File: src/rtl/tiny_proc_pkg.sv
// Shared command codes, frame geometry and FSM encoding for the tiny processor
// serial load port.
package tiny_proc_pkg;

    localparam int unsigned FRAME_W   = 12;
    localparam int unsigned ADDR_W    = 4;
    localparam int unsigned DATA_W    = 8;
    localparam int unsigned BIT_CNT_W = 4;

    localparam logic [1:0] CMD_WR_I = 2'b00;
    localparam logic [1:0] CMD_WR_D = 2'b01;
    localparam logic [1:0] CMD_RUN  = 2'b10;
    localparam logic [1:0] CMD_STOP = 2'b11;

    localparam logic [1:0] ST_IDLE  = 2'd0;
    localparam logic [1:0] ST_SHIFT = 2'd1;
    localparam logic [1:0] ST_GAP   = 2'd2;
    localparam logic [1:0] ST_RUN   = 2'd3;

    // On-wire frame layout; bit 0 (addr LSB) goes out first.
    typedef struct packed {
        logic [DATA_W-1:0] data;
        logic [ADDR_W-1:0] addr;
    } frame_t;

endpackage

File: src/rtl/spi_frame_shifter.sv
// Frame-wide PISO for mosi plus SIPO for miso, both shifting right.
module spi_frame_shifter
    import tiny_proc_pkg::*;
(
    input  logic               clk,
    input  logic               rst_n,
    input  logic               load,
    input  logic [FRAME_W-1:0] load_word,
    input  logic               shift_en,
    input  logic               rx_bit,
    output logic               tx_bit,
    output logic [FRAME_W-1:0] rx_word
);

    logic [FRAME_W-1:0] tx_q;
    logic [FRAME_W-2:0] rx_q;

    // tx fills with zeros so mosi idles low once the frame has gone out.
    always_ff @(posedge clk or negedge rst_n) begin
        if (!rst_n) begin
            tx_q <= '0;
            rx_q <= '0;
        end else if (load) begin
            tx_q <= load_word;
            rx_q <= '0;
        end else if (shift_en) begin
            tx_q <= {1'b0, tx_q[FRAME_W-1:1]};
            rx_q <= {rx_bit, rx_q[FRAME_W-2:1]};
        end
    end

    assign tx_bit  = tx_q[0];
    // Includes the bit on rx_bit now, so the word is complete on the last shift edge.
    assign rx_word = {rx_bit, rx_q};

endmodule

File: src/rtl/spi_prog_master.sv
// Host-side serial load master: frames WR_I/WR_D commands onto mosi under
// csi_n/csd_n, captures miso full-duplex, and gates proc_en for RUN/STOP.
module spi_prog_master
    import tiny_proc_pkg::*;
#(
    parameter int unsigned GAP_CYC   = 2,
    parameter int unsigned RUN_CNT_W = 8
) (
    input  logic               clk,
    input  logic               rst_n,
    input  logic               cmd_valid,
    output logic               cmd_ready,
    input  logic [1:0]         cmd_type,
    input  logic [ADDR_W-1:0]  cmd_addr,
    input  logic [DATA_W-1:0]  cmd_data,
    output logic               csi_n,
    output logic               csd_n,
    output logic               mosi,
    input  logic               miso,
    output logic               proc_en,
    output logic [FRAME_W-1:0] rx_data,
    output logic               rx_valid,
    output logic               done,
    output logic               busy
);

    localparam int unsigned GAP_W = (GAP_CYC > 1) ? $clog2(GAP_CYC) : 1;

    logic [1:0]           state_q,   state_d;
    logic [BIT_CNT_W-1:0] bit_cnt_q, bit_cnt_d;
    logic [GAP_W-1:0]     gap_cnt_q, gap_cnt_d;
    logic [RUN_CNT_W-1:0] run_cnt_q, run_cnt_d;
    logic                 is_data_q, is_data_d;
    logic                 csi_n_d, csd_n_d, proc_en_d, rx_valid_d, done_d, busy_d;
    logic [FRAME_W-1:0]   rx_data_d;

    logic               accept;
    logic               load;
    logic               shift_en;
    logic [FRAME_W-1:0] rx_word;
    frame_t             frame;

    assign frame     = '{data: cmd_data, addr: cmd_addr};
    assign cmd_ready = (state_q == ST_IDLE) || ((state_q == ST_RUN) && (cmd_type == CMD_STOP));
    assign accept    = cmd_valid & cmd_ready;

    spi_frame_shifter u_shifter (
        .clk       (clk),
        .rst_n     (rst_n),
        .load      (load),
        .load_word (frame),
        .shift_en  (shift_en),
        .rx_bit    (miso),
        .tx_bit    (mosi),
        .rx_word   (rx_word)
    );

    // Next-state and registered-output logic.
    always_comb begin
        state_d    = state_q;
        bit_cnt_d  = bit_cnt_q;
        gap_cnt_d  = gap_cnt_q;
        run_cnt_d  = run_cnt_q;
        is_data_d  = is_data_q;
        rx_data_d  = rx_data;
        proc_en_d  = 1'b0;
        rx_valid_d = 1'b0;
        done_d     = 1'b0;
        load       = 1'b0;
        shift_en   = 1'b0;

        case (state_q)
            ST_IDLE: begin
                if (accept) begin
                    case (cmd_type)
                        CMD_WR_I, CMD_WR_D: begin
                            load      = 1'b1;
                            state_d   = ST_SHIFT;
                            bit_cnt_d = '0;
                            is_data_d = (cmd_type == CMD_WR_D);
                        end
                        CMD_RUN: begin
                            state_d   = ST_RUN;
                            run_cnt_d = RUN_CNT_W'(cmd_data);
                            proc_en_d = 1'b1;
                        end
                        default: done_d = 1'b1;
                    endcase
                end
            end
            ST_SHIFT: begin
                shift_en = 1'b1;
                if (bit_cnt_q == BIT_CNT_W'(FRAME_W - 1)) begin
                    state_d    = ST_GAP;
                    gap_cnt_d  = '0;
                    rx_data_d  = rx_word;
                    rx_valid_d = 1'b1;
                    done_d     = (GAP_CYC == 1);
                end else begin
                    bit_cnt_d = bit_cnt_q + BIT_CNT_W'(1);
                end
            end
            ST_GAP: begin
                if (gap_cnt_q == GAP_W'(GAP_CYC - 1)) begin
                    state_d = ST_IDLE;
                end else begin
                    gap_cnt_d = gap_cnt_q + GAP_W'(1);
                    done_d    = (gap_cnt_d == GAP_W'(GAP_CYC - 1));
                end
            end
            ST_RUN: begin
                proc_en_d = 1'b1;
                // A zero count never reaches 1, so it runs until STOP.
                if (accept || (run_cnt_q == RUN_CNT_W'(1))) begin
                    state_d   = ST_IDLE;
                    proc_en_d = 1'b0;
                    done_d    = 1'b1;
                end else if (run_cnt_q != '0) begin
                    run_cnt_d = run_cnt_q - RUN_CNT_W'(1);
                end
            end
            default: state_d = ST_IDLE;
        endcase

        csi_n_d = !((state_d == ST_SHIFT) && !is_data_d);
        csd_n_d = !((state_d == ST_SHIFT) &&  is_data_d);
        busy_d  = (state_d != ST_IDLE);
    end

    always_ff @(posedge clk or negedge rst_n) begin
        if (!rst_n) begin
            state_q   <= ST_IDLE;
            bit_cnt_q <= '0;
            gap_cnt_q <= '0;
            run_cnt_q <= '0;
            is_data_q <= 1'b0;
            csi_n     <= 1'b1;
            csd_n     <= 1'b1;
            proc_en   <= 1'b0;
            rx_data   <= '0;
            rx_valid  <= 1'b0;
            done      <= 1'b0;
            busy      <= 1'b0;
        end else begin
            state_q   <= state_d;
            bit_cnt_q <= bit_cnt_d;
            gap_cnt_q <= gap_cnt_d;
            run_cnt_q <= run_cnt_d;
            is_data_q <= is_data_d;
            csi_n     <= csi_n_d;
            csd_n     <= csd_n_d;
            proc_en   <= proc_en_d;
            rx_data   <= rx_data_d;
            rx_valid  <= rx_valid_d;
            done      <= done_d;
            busy      <= busy_d;
        end
    end

endmodule

File: config.mk
export PLATFORM = sky130hd
export DESIGN_NAME = spi_prog_master
export DESIGN_NICKNAME = d
export VERILOG_FILES = /design/src/rtl/tiny_proc_pkg.sv /design/src/rtl/spi_frame_shifter.sv /design/src/rtl/spi_prog_master.sv
export SDC_FILE = /design/constraint.sdc
export NUM_CORES = 1
export LEC_CHECK = 0
export BUFFER_PORTS_ARGS = -buffer_cell sky130_fd_sc_hd__buf_2
export CAP_MARGIN = 20
export CORE_ASPECT_RATIO = 0.9
export CORE_UTILIZATION = 56
export DETAILED_ROUTE_END_ITERATION = 10
export GPL_ROUTABILITY_DRIVEN = 0
export PLACE_DENSITY = 0.84
export SYNTH_ARGS = -nofsm -noshare
export SYNTH_HDL_FRONTEND = slang
export SYNTH_SLANG_ARGS = --single-unit
File: constraint.sdc
create_clock -name clk -period 3.2 [get_ports clk]
set_input_delay 0.16 -clock clk [delete_from_list [all_inputs] [get_ports clk]]
set_output_delay 0.16 -clock clk [all_outputs]
set_load 0.005 [all_outputs]
-- After elaboration in Yosys (flattened, before gate mapping)
Index checks and enable logic that the tools add are counted.
W data, S select, Z words.
- bits in registers: 57
- output and inout port bits: 20
- logic and storage cells: 96
- $add $sub $neg: 3
- eq/ne operators: 16
- mux-type cells: 40
- bitwise logic cells: 1
- reductions and logical operators: 22
- operator list (kind ; count):
    $mux W8 ; 4
    $mux W12 ; 2
    $mux W11 ; 2
    $mux W1 ; 18
    $pmux W8 S2 ; 1
    $mux W4 ; 3
    $reduce_bool A2 Y1 ; 5
    $eq A2 B2 Y1 const B ; 4
    $eq A8 B1 Y1 const B ; 1
    $mux W2 ; 4
    $ne A2 B2 Y1 const B ; 4
    $pmux W2 S4 ; 1
    $pmux W4 S2 ; 1
    $reduce_bool A8 Y1 ; 1
    $sub A8 B1 Y8 const B ; 1
    $eq A2 B1 Y1 const B ; 3
    $ne A2 B1 Y1 const B ; 3
    $reduce_and A5 Y1 ; 1
    $add A4 B1 Y4 const B ; 1
    $eq A4 B4 Y1 const B ; 1
    $logic_not A2 Y1 ; 2
    $pmux W1 S2 ; 2
    $pmux W1 S4 ; 1
    $pmux W2 S2 ; 1
    9 further kinds ; 15

-- Longest topological paths before layout
Gate-level depths: netlist of run 1.
- depth in word-level cells: 10
- depth in mapped cells: 9
- mapped depth without buffers: 7

-- Cells and area by module
From an unflattened synthesis of run 1, not the netlist that was laid out.
- cell total of the unflattened synthesis: 288
- area total of the unflattened synthesis: 2872.8 sq um
- modules (own cells, without submodules) (module ; times used ; cells each ; area each (sq um) ; seq. area each (sq um)):
    spi_prog_master ; 1 ; 199 ; 1851.8 ; 853.3
    spi_frame_shifter ; 1 ; 89 ; 1021.0 ; 575.6

-- Least setup slack after synthesis of run 1
Ideal clock, no wire load.
- path type: reg-to-reg
- start: register state_q[1]
- end: register run_cnt_q[5]
- arrival time: 1.779 ns
- data required time: 3.123 ns
- path slack: 1.343 ns
- cell stages (with the launch flop): 10
- buffers on the path: 2
- clock period less this slack: 1.857 ns
- cells stage by stage: dfrtp_1 inv_1 ha_1 buf_2 a31o_1 and2_1 buf_6 o41ai_1 a21oi_1 a21oi_1
- word-level cells in the longest chain between the ends: 7
- elaborated cells between the ends (all ways): 13
- RTL lines (what ; line ; text):
    start, declared ; spi_prog_master.sv:29 ; logic [1:0] state_q, state_d;
    start signal, assigned ; spi_prog_master.sv:145 ; state_q <= state_d;
    $eq A2 B2 Y1 ; spi_prog_master.sv:44 ; assign cmd_ready = (state_q == ST_IDLE) || ((state_q == ST_RUN) && (cmd_type == CMD_STOP));
    $logic_and A1 B1 Y1 ; spi_prog_master.sv:44 ;
    $logic_or A1 B1 Y1 (*) ; spi_prog_master.sv:44 ;
    net cmd_ready ; spi_prog_master.sv:12 ; output logic cmd_ready,
    $and A1 B1 Y1 (*) ; spi_prog_master.sv:45 ; assign accept = cmd_valid & cmd_ready;
    $logic_or A1 B1 Y1 ; spi_prog_master.sv:114 ; if (accept || (run_cnt_q == RUN_CNT_W'(1))) begin
    $ne A2 B2 Y1 (no source line) ; -- ;
    $reduce_and A5 Y1 (no source line) (*) ; -- ;
    end signal, assigned ; spi_prog_master.sv:148 ; run_cnt_q <= run_cnt_d;
    end, declared ; spi_prog_master.sv:32 ; logic [RUN_CNT_W-1:0] run_cnt_q, run_cnt_d;
Mark *: on every way through the listed nets, which the timed path passes. The rest lies on a longest branch.
A chain may end at the register's enable or synchronous reset.

-- Worst setup path after layout of run 1
- start: register state_q[0]
- end: register busy
- word-level cells in the longest chain between the ends: 8
- elaborated cells between the ends (all ways): 15
- RTL lines (what ; line ; text):
    $eq A2 B2 Y1 ; spi_prog_master.sv:44, spi_prog_master.sv:72 ;
    $logic_and A1 B1 Y1 ; spi_prog_master.sv:44 ;
    $logic_or A1 B1 Y1 ; spi_prog_master.sv:44 ;
    $and A1 B1 Y1 ; spi_prog_master.sv:45 ;
    $logic_or A1 B1 Y1 ; spi_prog_master.sv:114 ;
    $mux W2 ; spi_prog_master.sv:114 ;
    $pmux W2 S4 (*) ; spi_prog_master.sv:72 ; case (state_q)
    net state_d[0] ; spi_prog_master.sv:29 ;
    $reduce_bool A2 Y1 (*) ; spi_prog_master.sv:127 ; busy_d = (state_d != ST_IDLE);
    net busy_d ; spi_prog_master.sv:34 ; logic csi_n_d, csd_n_d, proc_en_d, rx_valid_d, done_d, busy_d;
    end signal, assigned ; spi_prog_master.sv:156 ; busy <= busy_d;
    end, declared ; spi_prog_master.sv:24 ; output logic busy
Marks and branches as above.

==> results of run 1 <==
-- cell families (layout without fill, tap and decap cells) --
group,count (synthesis),count (layout),synth area share
compound gates,63,63,0.142
buf+inv,28,72,0.0427
flops,57,57,0.498
mux,35,35,0.128
fa+ha+maj,8,8,0.0349
simple gates,91,91,0.155
-- power by group through the flow --
stage	logic, uW	clock network, uW	registers, uW
after floorplan	683	0	1060
after global placement	845	0	1090
after detailed placement	880	0	1100
after CTS	887	605	1090
after global routing	997	636	1120
final	883	591	1090
-- metal layers --
layer  vias up  track usage  share of wire
met4         0       0.0818          0.014
met5         -            0              0
met1      1071        0.320           0.44
li1       1078            -              -
met3         7       0.0732          0.058
met2        77        0.369           0.49
-- layout make-up --
type                    instances  area (um^2)
multi-input cells             197         1330
repair buffers                 42          225
inverters                      14         52.6
flip-flops and latches         57         1430
well taps                      65         81.3
clock inverters                 2         12.5
fillers                       395         1610
clock buffers                  14          163
-- worst max-delay path: stages (launching register included) --
cell      delay (ns)
dfrtp_1         0.41
ha_1            0.63
nand2b_1        0.21
o22ai_1         0.33
nand2b_1        0.19
a31oi_1         0.30
nand2b_1        0.17
-- per-stage QoR --
stage                     cell area (um^2)  setup WS, ns  cells
after global routing                  3290         0.659    391
after floorplan                       2870          1.34    282
after global placement                3100          1.03    374
final                                 3290         0.888    391
after CTS                             3290         0.925    391
after detailed placement              3100         0.965    374
-- cell usage after synthesis (all sizes together) (2+ instances only) --
cell type  number
dfrtp          55
nor2           30
nand2          24
o21ai          24
mux2i          22
inv            14
mux2           13
a21oi          11
nand3          10
buf             8
ha              8
nor3            7
a31oi           6
clkbuf          6
nand2b          4
a22o            3
a22oi           3
and2            3
nor4            3
a31o            2
dfstp           2
nand4           2
nor2b           2
o32ai           2
or2             2
or3             2
-- sequential cells by signal, indices dropped and copies added, names as in the netlist --
register,flops
state_q,2
run_cnt_q,8
done,1
rx_valid,1
rx_data,12
bit_cnt_q,4
u_shifter.rx_q,11
is_data_q,1
gap_cnt_q,1
csi_n,1
proc_en,1
u_shifter.tx_q,12
csd_n,1
busy,1
-- what timing repair did --
item	in CTS	in global routing
hold endpoints to repair	33	0
hold buffers	1	0
resized for setup	0	0
-- worst max path at each step --
| stage | start | to | slack [ns] |
|---|---|---|---|
| after detailed placement | state_q[0] | busy | 0.97 |
| after global routing | state_q[0] | csd_n | 0.66 |
| after CTS | state_q[0] | busy | 0.92 |
| after floorplan | state_q[1] | run_cnt_q[5] | 1.34 |
| final | state_q[0] | busy | 0.89 |
| after global placement | state_q[0] | busy | 1.03 |
==> results.json, run 1 <==
{
  "seqPwrFrac": 0.425,
  "cts_tree": "done",
  "antenna_found_initial": 0,
  "io_pins": 38,
  "max-cap-violations": 0,
  "fin_skew_ns": 0.00668,
  "p_switching_uw": 944,
  "final_core_util": 0.672,
  "ant_nets": 0,
  "vdd_drop_max_uv": 538,
  "wl_um": 5780,
  "final_common_cell": "dfrtp_1",
  "ff2ff_path_depth": 6,
  "leakagePower_uw": 0.00153,
  "gr-total-overflow": 0,
  "synth.top_cell.area_share": 0.479,
  "post_cts_buffers": 0,
  "cts-root-buf": "clkbuf_8",
  "synth_top_flop_cell": "dfrtp_1",
  "hold_viol_final": 0,
  "ys_ff_latch": 57,
  "hold_class": "input port to register",
  "arrival_ns": 2.58,
  "syn_area_um2": 2870,
  "nNetsFinal": 347,
  "status": "finished clean",
  "syn-mean-instance-area_um2": 10.2,
  "layout_worst_path_cycle_share": 0.723,
  "start_util": 0.587,
  "max_freq_ghz": 0.432,
  "drv_slew": 0,
  "die_w_um": 77.5,
  "ys_types": 49,
  "grt_first_pass_wirelength_um": 9850,
  "antennaDiodeCount": 0,
  "startpoint_type": "register",
  "dr.first_iter.drc_count": 168,
  "cts_sinks": 57,
  "numCtsBuffers": 9,
  "r2r-start": "state_q[0]",
  "yosysSeqAreaShare": 0.498,
  "wl_per_cell_um": 14.8,
  "clkLatencyLatePin_ns": 0.33,
  "end_kind": "register",
  "period_needed_ns": 2.31,
  "io_buffers": 37,
  "synth-edff-count": 0,
  "p_int_uw": 1620,
  "synth_area_leaders": "dfrtp_1, mux2i_1, mux2_2",
  "cts_buffer_depth": 2,
  "whs_ns": 0.0334,
  "yosysWarnings": 0,
  "die_h_um": 69.9,
  "fin_setup_tns_ns": 0,
  "layout_common_cells": "dfrtp_1, buf_2, nor2_1, nand2_1",
  "area_growth_pct": 14.5,
  "whs_endpoint": "u_shifter.tx_q[2]",
  "r2r_end": "busy",
  "dr.pass1.iters": 5,
  "total_power_uw": 2560,
  "combPwrFrac": 0.345,
  "crit_type": "register to register",
  "vias_per_cell": 5.71,
  "place_hpwl_um": 4000,
  "min-delay-start": "cmd_addr[2]",
  "slew_headroom": 0.476,
  "grt_max_degree": 37,
  "r2r_setup_slack_ns": 0.89,
  "htreeDepth": 3,
  "tightest_slew_ns": 0.786,
  "setup_viol_count_final": 0,
  "synthesis.nets": 308,
  "drive_gt1_frac": 0.242,
  "clk_pin_slew_ns": 0.06,
  "ys_async_sr_fraction": 1.00,
  "track_usage": 0.239,
  "core-area_um2": 4890,
  "syn_inst": 282,
  "rows": 24,
  "min_path_cells": 3,
  "p_per_area_nw_per_um2": 779,
  "swShare": 0.369,
  "grt_pass1_vias": 2093,
  "vias": 2233,
  "cp_max_fo": 21,
  "synth.largest_area_cell": "dfrtp_1",
  "rsz0062_at_grt": "no",
  "die_area_um2": 5420,
  "p_clk_frac": 0.231,
  "required_ns": 3.47,
  "drcViolationCount": 0
}
Power figures use the tool's default switching activity.
==> run 2, diff against run 1 <==
--- a/config.mk
+++ b/config.mk
@@ -8,10 +8,10 @@
 export BUFFER_PORTS_ARGS = -buffer_cell sky130_fd_sc_hd__buf_2
 export CAP_MARGIN = 20
 export CORE_ASPECT_RATIO = 0.9
-export CORE_UTILIZATION = 56
+export CORE_UTILIZATION = 52
 export DETAILED_ROUTE_END_ITERATION = 10
 export GPL_ROUTABILITY_DRIVEN = 0
-export PLACE_DENSITY = 0.84
+export PLACE_DENSITY = 0.82
 export SYNTH_ARGS = -nofsm -noshare
 export SYNTH_HDL_FRONTEND = slang
 export SYNTH_SLANG_ARGS = --single-unit
==> constraint.sdc (replaced) <==
create_clock -name clk -period 1.9 [get_ports clk]
set_input_delay 0.095 -clock clk [delete_from_list [all_inputs] [get_ports clk]]
set_output_delay 0.095 -clock clk [all_outputs]
set_load 0.005 [all_outputs]
==> results.json, run 2 (synthesis gave the netlist of run 1 again) <==
{
  "tightest_slew_ns": 0.529,
  "top_layer": "met4",
  "m1WireLength_um": 2770,
  "vias_per_cell": 5.66,
  "die_area_um2": 5820,
  "place_hpwl_um": 4190,
  "fin_skew_ns": 0.00542,
  "setup_viol_count_final": 0,
  "post_cts_buffers": 0,
  "reg_top3": "rx_data x12, u_shifter.tx_q x12, u_shifter.rx_q x11",
  "max-cap-violations": 0,
  "die_w_um": 80.3,
  "wl_per_cell_um": 14.9,
  "die_h_um": 72.5,
  "io_pins": 38,
  "slew_headroom": 0.648,
  "antenna_found_initial": 0,
  "numCtsBuffers": 9,
  "layout_worst_path_cycle_share": 0.938,
  "cp_slowest_cell": "dfrtp_1",
  "drv_slew": 0,
  "cts-root-buf": "clkbuf_8",
  "hold_class": "input port to register",
  "period_needed_ns": 1.78,
  "arrival_ns": 1.99,
  "place_ws_ns": 0.0295,
  "status": "finished clean",
  "path_cells": "inv_1, ha_2, nand4b_1, nor2_1, nor3_1, a22oi_1, o21ai_0",
  "vdd_drop_max_uv": 721,
  "whs_ns": 0.0159,
  "layout.cells.non_filler": 410,
  "ant_nets": 0,
  "io_buffers": 37,
  "gr-total-overflow": 0,
  "grt_first_pass_wirelength_um": 10100,
  "max_freq_ghz": 0.561,
  "clk_pin_slew_ns": 0.06,
  "hold_viol_final": 0,
  "area_growth_pct": 22.8,
  "cts_buffer_depth": 2,
  "track_usage": 0.235,
  "core-area_um2": 5290,
  "crit_type": "register to register",
  "leakagePower_uw": 0.00163,
  "drcViolationCount": 0,
  "route.met2.wl_um": 3000,
  "grt_pass1_vias": 2252,
  "antennaDiodeCount": 0,
  "wl_um": 6130,
  "rsz0062_at_grt": "yes",
  "startpoint_type": "register",
  "p_per_area_nw_per_um2": 1300,
  "required_ns": 2.11,
  "cts_sinks": 57,
  "clkLatencyLatePin_ns": 0.33,
  "dp_cells": 385,
  "dr.first_iter.drc_count": 123,
  "grt_max_degree": 37,
  "nNetsFinal": 365,
  "layout_setup_ws_ns": 0.118,
  "final_common_cell": "dfrtp_1",
  "wl_met3_um": 190,
  "layout_common_cells": "dfrtp_1, buf_2, nor2_1, nand2_1",
  "end_kind": "register",
  "rows": 25,
  "cpPeakStageDelay_ns": 0.42,
  "cts_tree": "done",
  "cp_max_fo": 6,
  "drive_gt1_frac": 0.277,
  "htreeDepth": 3,
  "vias": 2320,
  "final_core_util": 0.667,
  "dr.pass1.iters": 4,
  "start_util": 0.543,
  "fin_setup_tns_ns": 0
}
-- run 2: cell types whose count changed in the layout (fill, tap and decap cells not counted), sizes merged --
cell,previous run,this run
buf,41,50
dlygate4sd3,1,10
clkbuf,14,12
bufinv,0,1
-- run 2: timing repair --
action | in CTS | in global routing
hold endpoints to repair | 28 | 0
hold buffers | 10 | 0
gates resized for setup | 0 | 10
endpoints found under the setup margin | 0 | 10
-- run 2: critical path, delay by kind of cell (launching register included) --
kind	cells	cell delay [ns]
AND/OR/NAND/NOR	3	0.60
flip-flops	1	0.42
buffers and inverters	1	0.14
adder cells (fa/ha/maj)	1	0.24
AO/OA/AOI/OAI	2	0.26
-- run 2: per-layer routing --
metal	GRT usage	up-vias
li1	-	1114
met5	0	-
met3	0.0465	16
met2	0.372	58
met1	0.297	1132
met4	0.147	0
-- run 2: worst paths after layout --
path,start,endpoint,slack [ns],depth (start not counted)
setup / recovery,state_q[0],run_cnt_q[3],0.12,7
hold / removal,cmd_data[7],u_shifter.tx_q[11],0.02,3
setup reg to reg,state_q[0],run_cnt_q[3],0.12,7
hold reg to reg,rx_data[6],rx_data[6],0.50,1
max in group asynchronous,rst_n,run_cnt_q[7],1.05,3
min in group asynchronous,rst_n,rx_data[6],0.28,2
-- run 2: cell type report --
class                      instances  area (um^2)
fill                             408         1760
sequential                        57         1430
multi-input combinational        197         1360
timing repair buffer              60          424
clock buffer                      12          135
tap                               67         83.8
inverter                          14         52.6
clock inverter                     3         42.5
-- run 2: through the flow --
step	total power, uW	cell area [um^2]
3_3_place_gp	3380	3210
2_1_floorplan	2940	2870
6_report	4600	3530
4_1_cts	4560	3490
5_1_grt	4910	3530
3_5_place_dp	3470	3210
-- run 2: where the power goes --
part	switching, uW	internal, uW	total (uW)
sequential	257	1570	1830
clock	464	597	1060
combinational	960	748	1710
==> run 3, diff against run 2 <==
--- a/config.mk
+++ b/config.mk
@@ -7,11 +7,13 @@
 export LEC_CHECK = 0
 export BUFFER_PORTS_ARGS = -buffer_cell sky130_fd_sc_hd__buf_2
 export CAP_MARGIN = 20
+export CELL_PAD_IN_SITES_DETAIL_PLACEMENT = 0
+export CELL_PAD_IN_SITES_GLOBAL_PLACEMENT = 2
 export CORE_ASPECT_RATIO = 0.9
-export CORE_UTILIZATION = 52
+export CORE_UTILIZATION = 33
 export DETAILED_ROUTE_END_ITERATION = 10
 export GPL_ROUTABILITY_DRIVEN = 0
-export PLACE_DENSITY = 0.82
+export PLACE_DENSITY = 0.81
 export SYNTH_ARGS = -nofsm -noshare
 export SYNTH_HDL_FRONTEND = slang
 export SYNTH_SLANG_ARGS = --single-unit
==> results.json, run 3 (synthesis gave the netlist of run 1 again) <==
{
  "final_common_cell": "dfrtp_1",
  "track_usage": 0.158,
  "dr.first_iter.drc_count": 112,
  "start_util": 0.349,
  "startpoint_type": "register",
  "setup_viol_count_final": 0,
  "numCtsBuffers": 9,
  "p_per_area_nw_per_um2": 1290,
  "final_core_util": 0.449,
  "core-area_um2": 8220,
  "grt_pass1_vias": 2235,
  "required_ns": 2.11,
  "slew_headroom": 0.668,
  "swShare": 0.373,
  "combPwrFrac": 0.372,
  "die_h_um": 90.5,
  "antenna_found_initial": 0,
  "layout_common_cells": "dfrtp_1, buf_2, nor2_1, nand2_1",
  "rsz0062_at_grt": "no",
  "drive_gt1_frac": 0.299,
  "rows": 31,
  "io_buffers": 37,
  "p_int_uw": 2980,
  "nNetsFinal": 375,
  "vias": 2300,
  "tightest_slew_ns": 0.492,
  "vias_per_cell": 4.90,
  "grt_max_degree": 58,
  "layout.cells.non_filler": 469,
  "cts_tree": "done",
  "leakagePower_uw": 0.00169,
  "hold_viol_final": 0,
  "die_w_um": 100,
  "reg_top3": "rx_data x12, u_shifter.tx_q x12, u_shifter.rx_q x11",
  "wl_um": 6500,
  "cts-root-buf": "clkbuf_8",
  "wl_per_cell_um": 13.9,
  "fin_setup_tns_ns": 0,
  "cts_sinks": 57,
  "die_area_um2": 9080,
  "place_hpwl_um": 4460,
  "crit_type": "register to register",
  "p_clk_frac": 0.247,
  "p_switching_uw": 1770,
  "seqPwrFrac": 0.381,
  "cts_buffer_depth": 2,
  "drcViolationCount": 0,
  "max-cap-violations": 0,
  "layout_worst_path_cycle_share": 0.947,
  "max_freq_ghz": 0.556,
  "io_pins": 38,
  "vdd_drop_max_uv": 582,
  "grt_first_pass_wirelength_um": 11100,
  "dr.pass1.iters": 4,
  "period_needed_ns": 1.80,
  "ant_nets": 0,
  "antennaDiodeCount": 0,
  "area_growth_pct": 28.6,
  "gr-total-overflow": 0,
  "end_kind": "register",
  "status": "finished clean",
  "fin_skew_ns": 0.00850,
  "clkLatencyLatePin_ns": 0.34,
  "hold_class": "input port to register",
  "htreeDepth": 3,
  "cp_max_fo": 20,
  "clk_pin_slew_ns": 0.07,
  "drv_slew": 0,
  "dp_cells": 438,
  "arrival_ns": 2.01
}
[run 3: area by class of cell]
| type | count | area, um^2 |
|---|---|---|
| fillers | 824 | 4530 |
| flip-flops and latches | 57 | 1430 |
| multi-input cells | 197 | 1360 |
| repair buffers | 70 | 504 |
| well taps | 115 | 144 |
| clock buffers | 9 | 124 |
| clock inverters | 7 | 78.8 |
| inverters | 14 | 52.6 |
[run 3: final timing paths]
| kind | from | endpoint | slack (ns) | depth (start not counted) |
|---|---|---|---|---|
| hold reg to reg | rx_data[10] | rx_data[10] | 0.50 | 1 |
| max in group asynchronous | rst_n | csi_n | 1.33 | 3 |
| hold / removal | cmd_data[6] | u_shifter.tx_q[10] | 0.02 | 3 |
| setup reg to reg | state_q[0] | run_cnt_q[3] | 0.10 | 6 |
| min in group asynchronous | rst_n | run_cnt_q[6] | 0.26 | 3 |
| setup / recovery | state_q[0] | run_cnt_q[3] | 0.10 | 6 |
[run 3: layer usage]
metal  GRT usage  vias to the layer above  wire (um)
met1       0.213                     1113       3200
li1            -                     1137          -
met4      0.0688                        0        110
met2       0.243                       42       2970
met3      0.0356                        8        214
met5           0                        -          0
[run 3: repair_timing]
action / 4_1_cts / 5_1_grt
gates resized for setup: 0 / 8
hold endpoints to repair: 66 / 0
hold buffers: 12 / 0
buffers inserted: 0 / 3
endpoints found under the setup margin: 0 / 17
[run 3: power groups by stage]
stage               sequential [uW]  clock, uW  combinational, uW
finish                         1810       1170               1770
global route                   1850       1280               1990
CTS                            1810       1210               1720
detailed placement             1830          0               1690
global placement               1830          0               1670
floorplan                      1790          0               1150
[run 3: worst max-delay path, stage by stage (launching register included)]
cell,delay [ns]
dfrtp_1,0.40
ha_1,0.22
buf_4,0.26
nand2b_1,0.15
and2_1,0.22
nor4_2,0.29
o21ai_0,0.14
[run 3: through the flow]
stage	power [uW]	hold WS, ns	area (um^2)	setup slack [ns]
global route	5110	0.0158	3690	0.00249
floorplan	2940	-0.201	2870	0.0434
global placement	3500	0.121	3310	0.0772
CTS	4740	0.0117	3630	0.0241
finish	4750	0.0197	3690	0.100
detailed placement	3520	0.124	3310	0.0476
